$ cat src/rtl/ysyx_220053_pkg.sv
`default_nettype none
// ============================================================================
// Module  : ysyx_220053_pkg
// Purpose : Shared constants for the ysyx_220053 core front end.
//           XLEN / ILEN give the default PC and instruction widths.
//           RESET_PC is the architectural reset vector.
//           NOP_INSTR is the canonical RISC-V NOP (addi x0, x0, 0).
// Revision: 1.0 - initial release
// ============================================================================
package ysyx_220053_pkg;

  localparam int XLEN = 64;
  localparam int ILEN = 32;

  localparam logic [63:0] RESET_PC  = 64'h0000_0000_8000_0000;
  localparam logic [31:0] NOP_INSTR = 32'h0000_0013;

  // Width of an occupancy counter able to hold the values 0..depth.
  function automatic int count_width(input int depth);
    return $clog2(depth) + 1;
  endfunction

endpackage : ysyx_220053_pkg
`default_nettype wire

$ cat src/rtl/ysyx_220053_fifo_ctrl.sv
`default_nettype none
// ============================================================================
// Module  : ysyx_220053_fifo_ctrl
// Purpose : Pointer and occupancy bookkeeping for a circular buffer of DEPTH
//           entries (DEPTH a power of two, so pointers wrap naturally).
// Ports   : clk, rst (async, active-low)
//           push   - a write is committed on this edge (caller gates with !full)
//           pop    - a read is committed on this edge (caller gates with !empty)
//           flush  - clears pointers and count; wins over push/pop
//           rd_ptr, wr_ptr - slot indices of the head / next free slot
//           count  - number of buffered entries
//           full, empty - decoded from count
// Revision: 1.0 - initial release
// ============================================================================
module ysyx_220053_fifo_ctrl
  import ysyx_220053_pkg::*;
#(
  parameter int DEPTH = 2
) (
  input  logic                          clk,
  input  logic                          rst,
  input  logic                          push,
  input  logic                          pop,
  input  logic                          flush,
  output logic [$clog2(DEPTH)-1:0]      rd_ptr,
  output logic [$clog2(DEPTH)-1:0]      wr_ptr,
  output logic [count_width(DEPTH)-1:0] count,
  output logic                          full,
  output logic                          empty
);

  localparam int PTR_W = $clog2(DEPTH);
  localparam int CNT_W = count_width(DEPTH);

  localparam logic [PTR_W-1:0] PTR_ONE   = PTR_W'(1);
  localparam logic [CNT_W-1:0] CNT_ONE   = CNT_W'(1);
  localparam logic [CNT_W-1:0] CNT_DEPTH = CNT_W'(DEPTH);

  always_ff @(posedge clk or negedge rst) begin
    if (!rst) begin
      rd_ptr <= '0;
      wr_ptr <= '0;
      count  <= '0;
    end else if (flush) begin
      rd_ptr <= '0;
      wr_ptr <= '0;
      count  <= '0;
    end else begin
      if (push) begin
        wr_ptr <= wr_ptr + PTR_ONE;
      end
      if (pop) begin
        rd_ptr <= rd_ptr + PTR_ONE;
      end
      // Simultaneous push and pop leaves the occupancy unchanged.
      case ({push, pop})
        2'b10:   count <= count + CNT_ONE;
        2'b01:   count <= count - CNT_ONE;
        default: count <= count;
      endcase
    end
  end

  assign full  = (count == CNT_DEPTH);
  assign empty = (count == '0);

endmodule : ysyx_220053_fifo_ctrl
`default_nettype wire

$ cat src/rtl/ysyx_220053_fetch_queue.sv
`default_nettype none
// ============================================================================
// Module  : ysyx_220053_fetch_queue
// Purpose : In-order decoupling queue between instruction fetch and decode.
//           Buffers up to DEPTH (pc, instr) pairs; flush discards everything.
// Ports   : clk, rst (async, active-low)
//           in_valid / in_ready / in_pc / in_instr    - fetch side handshake
//           out_valid / out_ready / out_pc / out_instr - decode side handshake
//           flush - redirect, drop all buffered entries
//           count - current occupancy
// All outputs depend on registered state only; there is no bypass from the
// input to the output and no path from out_ready to in_ready.
// Revision: 1.0 - initial release
// ============================================================================
module ysyx_220053_fetch_queue
#(
  parameter int DEPTH = 2,
  parameter int XLEN  = ysyx_220053_pkg::XLEN,
  parameter int ILEN  = ysyx_220053_pkg::ILEN
) (
  input  logic                       clk,
  input  logic                       rst,
  input  logic                       in_valid,
  output logic                       in_ready,
  input  logic [XLEN-1:0]            in_pc,
  input  logic [ILEN-1:0]            in_instr,
  output logic                       out_valid,
  input  logic                       out_ready,
  output logic [XLEN-1:0]            out_pc,
  output logic [ILEN-1:0]            out_instr,
  input  logic                       flush,
  output logic [$clog2(DEPTH+1)-1:0] count
);

  localparam int PTR_W = $clog2(DEPTH);

  localparam logic [ILEN-1:0] NOP_WORD = ILEN'(ysyx_220053_pkg::NOP_INSTR);

  logic [XLEN-1:0]  pc_mem    [DEPTH];
  logic [ILEN-1:0]  instr_mem [DEPTH];

  logic [PTR_W-1:0] rd_ptr;
  logic [PTR_W-1:0] wr_ptr;
  logic             full;
  logic             empty;
  logic             push;
  logic             pop;

  assign in_ready  = !full;
  assign out_valid = !empty;
  assign push      = in_valid && in_ready;
  assign pop       = out_valid && out_ready;

  ysyx_220053_fifo_ctrl #(
    .DEPTH (DEPTH)
  ) u_ctrl (
    .clk    (clk),
    .rst    (rst),
    .push   (push),
    .pop    (pop),
    .flush  (flush),
    .rd_ptr (rd_ptr),
    .wr_ptr (wr_ptr),
    .count  (count),
    .full   (full),
    .empty  (empty)
  );

  // Data slots carry no reset: a slot is only ever read after it has been
  // written, because the head is masked whenever the queue is empty.
  always_ff @(posedge clk) begin
    if (push && !flush) begin
      pc_mem[wr_ptr]    <= in_pc;
      instr_mem[wr_ptr] <= in_instr;
    end
  end

  // An empty queue presents a harmless NOP at PC 0 so decode never sees
  // stale slot contents.
  assign out_pc    = out_valid ? pc_mem[rd_ptr]    : '0;
  assign out_instr = out_valid ? instr_mem[rd_ptr] : NOP_WORD;

endmodule : ysyx_220053_fetch_queue
`default_nettype wire
$ cat config.mk
export PLATFORM = sky130hd
export DESIGN_NAME = ysyx_220053_fetch_queue
export DESIGN_NICKNAME = d
export VERILOG_FILES = /design/src/rtl/ysyx_220053_pkg.sv /design/src/rtl/ysyx_220053_fifo_ctrl.sv /design/src/rtl/ysyx_220053_fetch_queue.sv
export SDC_FILE = /design/constraint.sdc
export NUM_CORES = 1
export LEC_CHECK = 0
export ABC_AREA = 0
export BUFFER_PORTS_ARGS = -buffer_cell sky130_fd_sc_hd__buf_2
export CAP_MARGIN = 20
export CORE_ASPECT_RATIO = 1.2
export CORE_MARGIN = 4
export CORE_UTILIZATION = 56
export DETAILED_ROUTE_END_ITERATION = 8
export GPL_ROUTABILITY_DRIVEN = 0
export PLACE_DENSITY = 0.82
export SETUP_SLACK_MARGIN = 0.02
export SLEW_MARGIN = 10
export SYNTH_ARGS = -nofsm -noshare
export SYNTH_HDL_FRONTEND = slang
export SYNTH_SLANG_ARGS = --single-unit
$ cat constraint.sdc
create_clock -name clk -period 20.1 [get_ports clk]
set_input_delay 6.03 -clock clk [delete_from_list [all_inputs] [get_ports clk]]
set_output_delay 6.03 -clock clk [all_outputs]
set_load 0.02 [all_outputs]
==> reports/summary.md, run 1 <==
Max-cap violations in this run came to 0. The number of nets handed over by synthesis was 533. For this run, design rule violations remaining after detail routing come to 0. Launching point of the worst reg2reg path: u_ctrl.count[1].

The flow ran to the end, and the final reports show no timing, DRC or antenna violations. Of the total power, the share spent switching nets is 24.8%. The multi-input combinational cells in the finished layout cover a total of 1470 um^2. The class of the tightest hold or removal check was reg2reg. Setup violations remaining at the end of the flow were counted as 0. The post-cts hold buffer count is 0.

Averaged over all synthesized cells, the footprint is 17.3 um^2. The die span in y is 135 um, and the average wire per standard cell is 17.2 um. The tools report the summed instance area of the synthesized netlist as 7480 um^2. In the finished design, the share of the clock period the worst path needs comes to 42.9%.

Number of input and output port buffers inserted: 200. In this run the critical register-to-register path is captured at pc_mem[1][55]. The tools report the startpoint class of the critical path as a flip-flop. For the highest attainable clock frequency, the log shows 116 MHz.

TritonCTS built the clock tree. The reported leakage power came out at 3.52 nW. STA classifies the critical path endpoint as a primary output.

The highest layer touched by signal routing is met5. The sequential element share of the synthesized area is 78.4%. Once the floorplan was initialized, standard cells occupied 56.7% of the core. The run gives 9400 um as the sum of net half-perimeters after detailed placement. The logs give 0 ns for the total negative slack and 36.1% for the worst slew margin relative to its limit. VDD sags by at most 58.8 uV. Counting the buffers created by CTS gives 17. After synthesis the netlist holds a flip-flop and latch count of 196.

Combinational logic burns 10.9% of the power. Power spread over the standard cell area amounts to 97.8 nW/um^2. The setup skew after layout is 0.00600 ns. The run gives 70.0% as the final standard cell utilization of the core. The tools report the count of unique library cells instantiated by Yosys as 25. The tools report the number of core rows as 46. In this run the power spent charging and discharging nets is 0.223 mW. The worst setup path is of the reg2out kind. The tree is rooted in a sky130_fd_sc_hd__clkbuf_16. Relative to the synthesized area, the layout overhead comes to 23.4%.

The share of power burned in the clock network came out at 36.8%. Setup repair after global routing left no endpoint under its margin. The floorplan die area came out at 15,300 um^2. The tools report the number of vias after detailed routing as 4,242.

The critical path starts at u_ctrl.rd_ptr. For this run, the post-layout net count is 738. Data required time of the worst path: 14.07 ns.

After clock tree synthesis, the setup repair step added 0 buffers. Once the clock tree was built, the resizer swapped 0 gates to a different size. The final layout contains routed wiring with a total length of 14,000 um. The worst register-to-register path has a depth of 5. The average vias per placed instance works out to 5.19. The die is 113 um wide.

The register clock-pin slew on the reported worst setup and hold paths was 0.07 ns. Traced cell by cell, the critical path runs through buf_4 -> buf_16 -> mux2i_1 -> nor2_1 -> buf_2. At the worst endpoint, the arrival time is 2.59 ns. The reg-to-reg setup timing slack is 17.96 ns. Counting the fill cells in the layout gives 889. For this block, the initial DRC count from the detailed router was 147. The global-route usage over all layers is 18.4%, and the number of hold violations in the final report is 0.

For the finished layout, the period the worst path requires is 8.62 ns. Total power for the finished layout comes to 0.902 mW. 201 I/O pins were placed. In this run, flip-flops and latches consume 52.3% of the power. The clock passes through at most 2 buffers.

The pre-antenna-repair detailed-routing pass consisted of 4 iterations. The number of antenna violations at the first check in global routing is 1, and the cell internal power dissipation is 0.679 mW. The run gives 0 as the remaining global-route overflow. In the layout the commonest cells are sky130_fd_sc_hd__buf_2 (200), sky130_fd_sc_hd__edfxtp_1 (192), sky130_fd_sc_hd__mux2i_1 (97). For the clock latency reported for the late side of the worst-skew pair, the log shows 0.42 ns.

CTS built an H-tree with a depth of 4. The tree built by TritonCTS fans out to 196 sinks. 0 antenna diodes ended up in the layout. The count of nets left with antenna violations once routing finished came out at 0. Entering global routing, the biggest net connects 95 pins. The via count of the first global-routing pass was 4,388; the routed length on met1 was 5220 um.

For the pin with the worst max-slew slack, the measured transition is 0.959 ns. Registers take 5870 um^2. For the wire length on met2, the log shows 7570 um.

The first global-routing pass estimated 21,700 um of wire. The critical path ends at out_pc[44]. In this run the worst path has a maximum fanout of 42. The Yosys warning count is 0. For this run, the slowest stage of the critical path takes 0.76 ns. For this design, the slowest cell found on the critical path is sky130_fd_sc_hd__dfrtp_4. The library cell used most frequently in the layout, excluding fill and tap cells, is sky130_fd_sc_hd__buf_2. For the count of mapped cells out of synthesis, the log shows 432.

Number of max-slew violations in the final report: 0. The share of layout cells above drive strength 1 is 38.0%, and the sum of met3 wire segment lengths after detailed routing is 913 um. The tools report the standard cell core area as 13,200 um^2.
## how the worst min path moves through the flow
stage | cells past startpoint | end | from | slack (ns)
finish | 2 | u_ctrl.wr_ptr | u_ctrl.wr_ptr | 0.60
global route | 2 | u_ctrl.wr_ptr | u_ctrl.wr_ptr | 0.67
CTS | 2 | u_ctrl.wr_ptr | u_ctrl.wr_ptr | 0.59
detailed placement | 2 | u_ctrl.wr_ptr | u_ctrl.wr_ptr | 0.58
global placement | 2 | u_ctrl.wr_ptr | u_ctrl.wr_ptr | 0.56
floorplan | 2 | u_ctrl.wr_ptr | u_ctrl.wr_ptr | 0.53
## sequential cells by signal, indices dropped and copies added, names as in the netlist
register       count
u_ctrl.wr_ptr      1
u_ctrl.count       2
u_ctrl.rd_ptr      1
pc_mem           128
instr_mem         64
## critical path, delay by kind of cell (launching register included)
kind                   cells  cell delay, ns
buffers and inverters      3            1.04
flip-flops                 1            0.76
multiplexers               1            0.25
AND/OR/NAND/NOR            1            0.07
## cells in the mapped netlist, drive strengths merged
library cell	instances	area, um^2
o21ai	2	10.0
nor3	1	5.00
a21o	1	7.51
o211ai	1	7.51
or3	1	6.26
nor2b	1	8.76
a21oi	4	23.8
inv	3	11.3
buf	21	150
mux2i	97	971
edfxtp	192	5770
nor2	95	359
nand2	4	15.0
or2	1	6.26
nor3b	2	15.0
dfrtp	4	100
xor2	1	8.76
nand3b	1	7.51
## kinds of logic after synthesis
group,Yosys count,share of synthesized area [%]
AOI/OAI and AO/OA,8,0.653
muxes,97,13.0
DFF,196,78.4
buffers and inverters,24,2.16
xor gates and xnor gates,1,0.117
and+or+nand+nor,106,5.66
## layout make-up
type / count / share of cell area (%)
well taps: 168 / 2.28
multi-input cells: 212 / 15.9
inverters: 3 / 0.122
repair buffers: 207 / 11.6
clock buffers: 17 / 4.61
clock inverters: 15 / 1.88
flip-flops and latches: 196 / 63.6
## metrics by stage
stage / setup slack [ns] / instances / cell area [um^2] / hold slack, ns
floorplan: 6.36 / 432 / 7480 / 0.529
global placement: 11.75 / 785 / 8600 / 0.563
detailed placement: 11.71 / 785 / 8600 / 0.583
CTS: 11.26 / 817 / 9200 / 0.592
global route: 11.32 / 818 / 9230 / 0.666
finish: 11.48 / 818 / 9230 / 0.599
## layer usage
layer / vias to the layer above / track usage [%]
met4: 2 / 7.62
met2: 145 / 32.5
met5: - / 0
met1: 2057 / 21.0
met3: 26 / 5.24
li1: 2012 / -
## power groups by stage
stage | clock network [mW] | registers [mW] | logic (mW)
global route | 0.360 | 0.473 | 0.106
detailed placement | 0 | 0.481 | 0.0989
CTS | 0.339 | 0.472 | 0.0991
floorplan | 0 | 0.481 | 0.0660
finish | 0.332 | 0.472 | 0.0983
global placement | 0 | 0.480 | 0.0968
Power figures use the tool's default switching activity.
==> run 2: changes to the inputs <==
--- a/config.mk
+++ b/config.mk
@@ -10,10 +10,10 @@
 export CAP_MARGIN = 20
 export CORE_ASPECT_RATIO = 1.2
 export CORE_MARGIN = 4
-export CORE_UTILIZATION = 56
+export CORE_UTILIZATION = 52
 export DETAILED_ROUTE_END_ITERATION = 8
 export GPL_ROUTABILITY_DRIVEN = 0
-export PLACE_DENSITY = 0.82
+export PLACE_DENSITY = 0.77
 export SETUP_SLACK_MARGIN = 0.02
 export SLEW_MARGIN = 10
 export SYNTH_ARGS = -nofsm -noshare
==> constraint.sdc (replaced) <==
create_clock -name clk -period 8.4 [get_ports clk]
set_input_delay 2.52 -clock clk [delete_from_list [all_inputs] [get_ports clk]]
set_output_delay 2.52 -clock clk [all_outputs]
set_load 0.02 [all_outputs]
==> run 2 against run 1 <==
  * Worst hold slack better by 0.024 ns
  * Clock power is 120% higher
  * Power is 130% higher
  * Critical path depth is 1 lower
  * Register-to-register slack worse by 12 ns
  * Setup slack worse by 8.4 ns
  * Non-clock buffer count is 1 lower
  * Final cell count is 0.12% higher
  * Clock skew is 0.0035 ns higher
==> reports/summary.md, run 2 (synthesis gave the netlist of run 1 again) <==
The flow ran to the end, and the final reports show no timing, DRC or antenna violations. The run gives 196 (unchanged) as the total number of clock tree sinks. The tools report the number of failing setup endpoints in the final timing report as 0 (unchanged).

The library cell used most frequently in the layout, excluding fill and tap cells, is sky130_fd_sc_hd__buf_2. The post-layout total power came out at 2.08 mW (+130%). The remaining global-route overflow is 0 (unchanged), and the sum of net half-perimeters after detailed placement is 9410 um (+0.12%). For the number of placed cells counting well taps, the log shows 788 (+0.38%).

Ranked by flip-flop count, first place goes to pc_mem. The number of hold violations in the final report was 0 (unchanged); the measured slew at the worst slew-check pin was 0.891 ns (-0.0676 ns). The run gives 3.50 ns (-8.21 ns) as the worst setup slack before clock tree synthesis. The post-detailed-route count of antenna-violating nets was 0 (unchanged); the final worst setup slack was 3.11 ns (-8.37 ns).

The largest driver fanout on the critical path works out to 50 (+19%). The logs give 219 (+49%) for the iteration-0 DRC count of the detailed router and 3.47 nW (-1.4%) for the reported leakage power. The pin count of the biggest net entering global routing is 59 (-38%).

Setup repair after global routing left no endpoint under its margin. TritonCTS built the clock tree. Reg-to-reg setup timing slack: 6.18 ns (-11.78 ns). The synthesis-to-layout area growth is 22.3%. The depth of the most critical reg-to-reg path is 5 (unchanged), and the floorplan die area is 16,400 um^2 (+7.2%). Number of resized instances in the post-cts repair step: 0 (unchanged).

The overall die width works out to 117 um (+3.5%). The number of input and output port buffers inserted was 200 (unchanged); the clock latency reported for the late side of the worst-skew pair was 0.41 ns (about the same). The worst slew margin relative to its limit is 40.5% (+4.4 points).

The worst register-to-register path ends at pc_mem[1][9]. Share of layout cells above drive strength 1: 37.0% (-0.96 points). Clock buffer count from CTS: 17 (unchanged).

The average vias per placed instance came out at 5.17 (-0.36%). The worst setup path is captured at a primary output. For the post-CTS repair timing setup buffer count, the log shows 0 (unchanged). The tools report the number of core rows as 47 (+2.2%). The run gives 2.77 ns (+0.18 ns) as the critical path arrival. The setup skew after layout is 0.00948 ns (+0.00347 ns). The die span in y is 139 um (+3.6%), and the first-pass iteration count of the detailed router is 4 (unchanged). The number of max-slew violations in the final report is 0 (unchanged), and the average wire per standard cell is 17.0 um (-0.80%). For the antenna cell count, the log shows 0 (unchanged). For the standard cell core area, the log shows 13,900 um^2 (+5.7%). The starting density of the core was 53.7% (-3.1 points).

The run gives 17.4% (-1.0 points) as the global-route usage over all layers. The share of the clock period used by the worst path was 63.0%; the via count of the first global-routing pass was 4,460 (+1.6%). The max-cap violation count came out at 0 (unchanged).

Tracing the worst setup path back leads to its startpoint at u_ctrl.rd_ptr. Register clock-pin slew on the reported worst setup and hold paths: 0.06 ns (about the same). For the total number of H-tree levels, the log shows 4 (unchanged). The number of antenna violations at the first check in global routing is 2 (+1). The maximum clock insertion buffer count is 2 (unchanged). The largest registers in the layout are pc_mem x128, instr_mem x64, u_ctrl.count x2. The data required time of the worst path is 5.88 ns (-8.19 ns). The run gives 189 MHz as the highest attainable clock frequency.

The tightest min-delay check is of the reg2reg type. Maximum vdd ir drop: 157 uV (+170%). The global-route wire length before repair was 22,400 um (+3.1%); the post-route minimum period was 5.29 ns. The count of cells along the worst hold path works out to 2 (unchanged). In the layout the commonest cells are sky130_fd_sc_hd__buf_2 (200), sky130_fd_sc_hd__edfxtp_1 (192), sky130_fd_sc_hd__mux2i_1 (97). The tools report the number of non-filler instances in the completed layout as 819 (+0.12%).

The total negative slack was 0 ns (unchanged). Number of flip-flops in the largest register: 128 (unchanged). The count of boundary I/O pins is 201 (unchanged), and the power density over the cells is 228 nW/um^2 (+130%).

The routed wire length was 14,000 um (-0.68%); the count of nets after finishing was 737 (-0.14%). Root buffer cell: sky130_fd_sc_hd__clkbuf_16. The worst hold path begins at u_ctrl.wr_ptr. The critical path is of the reg2out type. The tools report the startpoint class of the critical path as a flip-flop. The tools report the DRC violations left as 0 (unchanged).

The startpoint identified for the worst register-to-register timing path is u_ctrl.count[1]. For the number of vias after detailed routing, the log shows 4,232 (-0.24%). Hold path endpoint: u_ctrl.wr_ptr.

The tools report the post-cts hold buffer count as 0 (unchanged).
==> run 2: worst max path at each step <==
stage                     cells past startpoint  slack [ns]         endpoint
after floorplan                               2        1.54  instr_mem[1][0]
after global placement                        4        3.56       out_pc[41]
after detailed placement                      4        3.50        out_pc[8]
after CTS                                     4        3.05        out_pc[8]
after global routing                          4        2.91        out_pc[6]
final                                         4        3.11        out_pc[6]
==> run 2: layout make-up <==
| class | instances | area [um^2] |
|---|---|---|
| Fill cell | 981 | 4790 |
| Clock buffer | 20 | 437 |
| Sequential cell | 196 | 5870 |
| Tap cell | 171 | 214 |
| Timing Repair Buffer | 206 | 1050 |
| Inverter | 3 | 11.3 |
| Multi-Input combinational cell | 212 | 1480 |
| Clock inverter | 11 | 88.8 |
==> run 2: where the power goes <==
part	internal [mW]	total, mW	leakage, nW	switching [mW]
Clock	0.403	0.718	0.251	0.316
Sequential	1.11	1.13	1.81	0.0205
Combinational	0.0855	0.230	1.41	0.144
==> run 2: critical path, cell delays in order (launching register included) <==
cell	delay, ns
sky130_fd_sc_hd__dfrtp_4	0.99
sky130_fd_sc_hd__buf_4	0.77
sky130_fd_sc_hd__mux2i_1	0.30
sky130_fd_sc_hd__nor2_1	0.06
sky130_fd_sc_hd__buf_2	0.18
==> run 2: metal layers <==
metal	GRT usage [%]	part of all wire (%)	vias to the layer above
met4	5.86	1.2	4
li1	-	-	2011
met2	29.8	51	167
met3	7.18	8.8	22
met5	0	0.14	-
met1	19.8	39	2028
==> run 2: metrics by stage <==
| stage | cell area, um^2 | util, % | hold slack (ns) |
|---|---|---|---|
| 4_1_cts | 9150 | 65.6 | 0.625 |
| 3_3_place_gp | 8620 | 61.8 | 0.603 |
| 2_1_floorplan | 7490 | - | 0.542 |
| 3_5_place_dp | 8620 | 61.8 | 0.616 |
| 6_report | 9150 | 65.6 | 0.623 |
| 5_1_grt | 9150 | 65.6 | 0.687 |
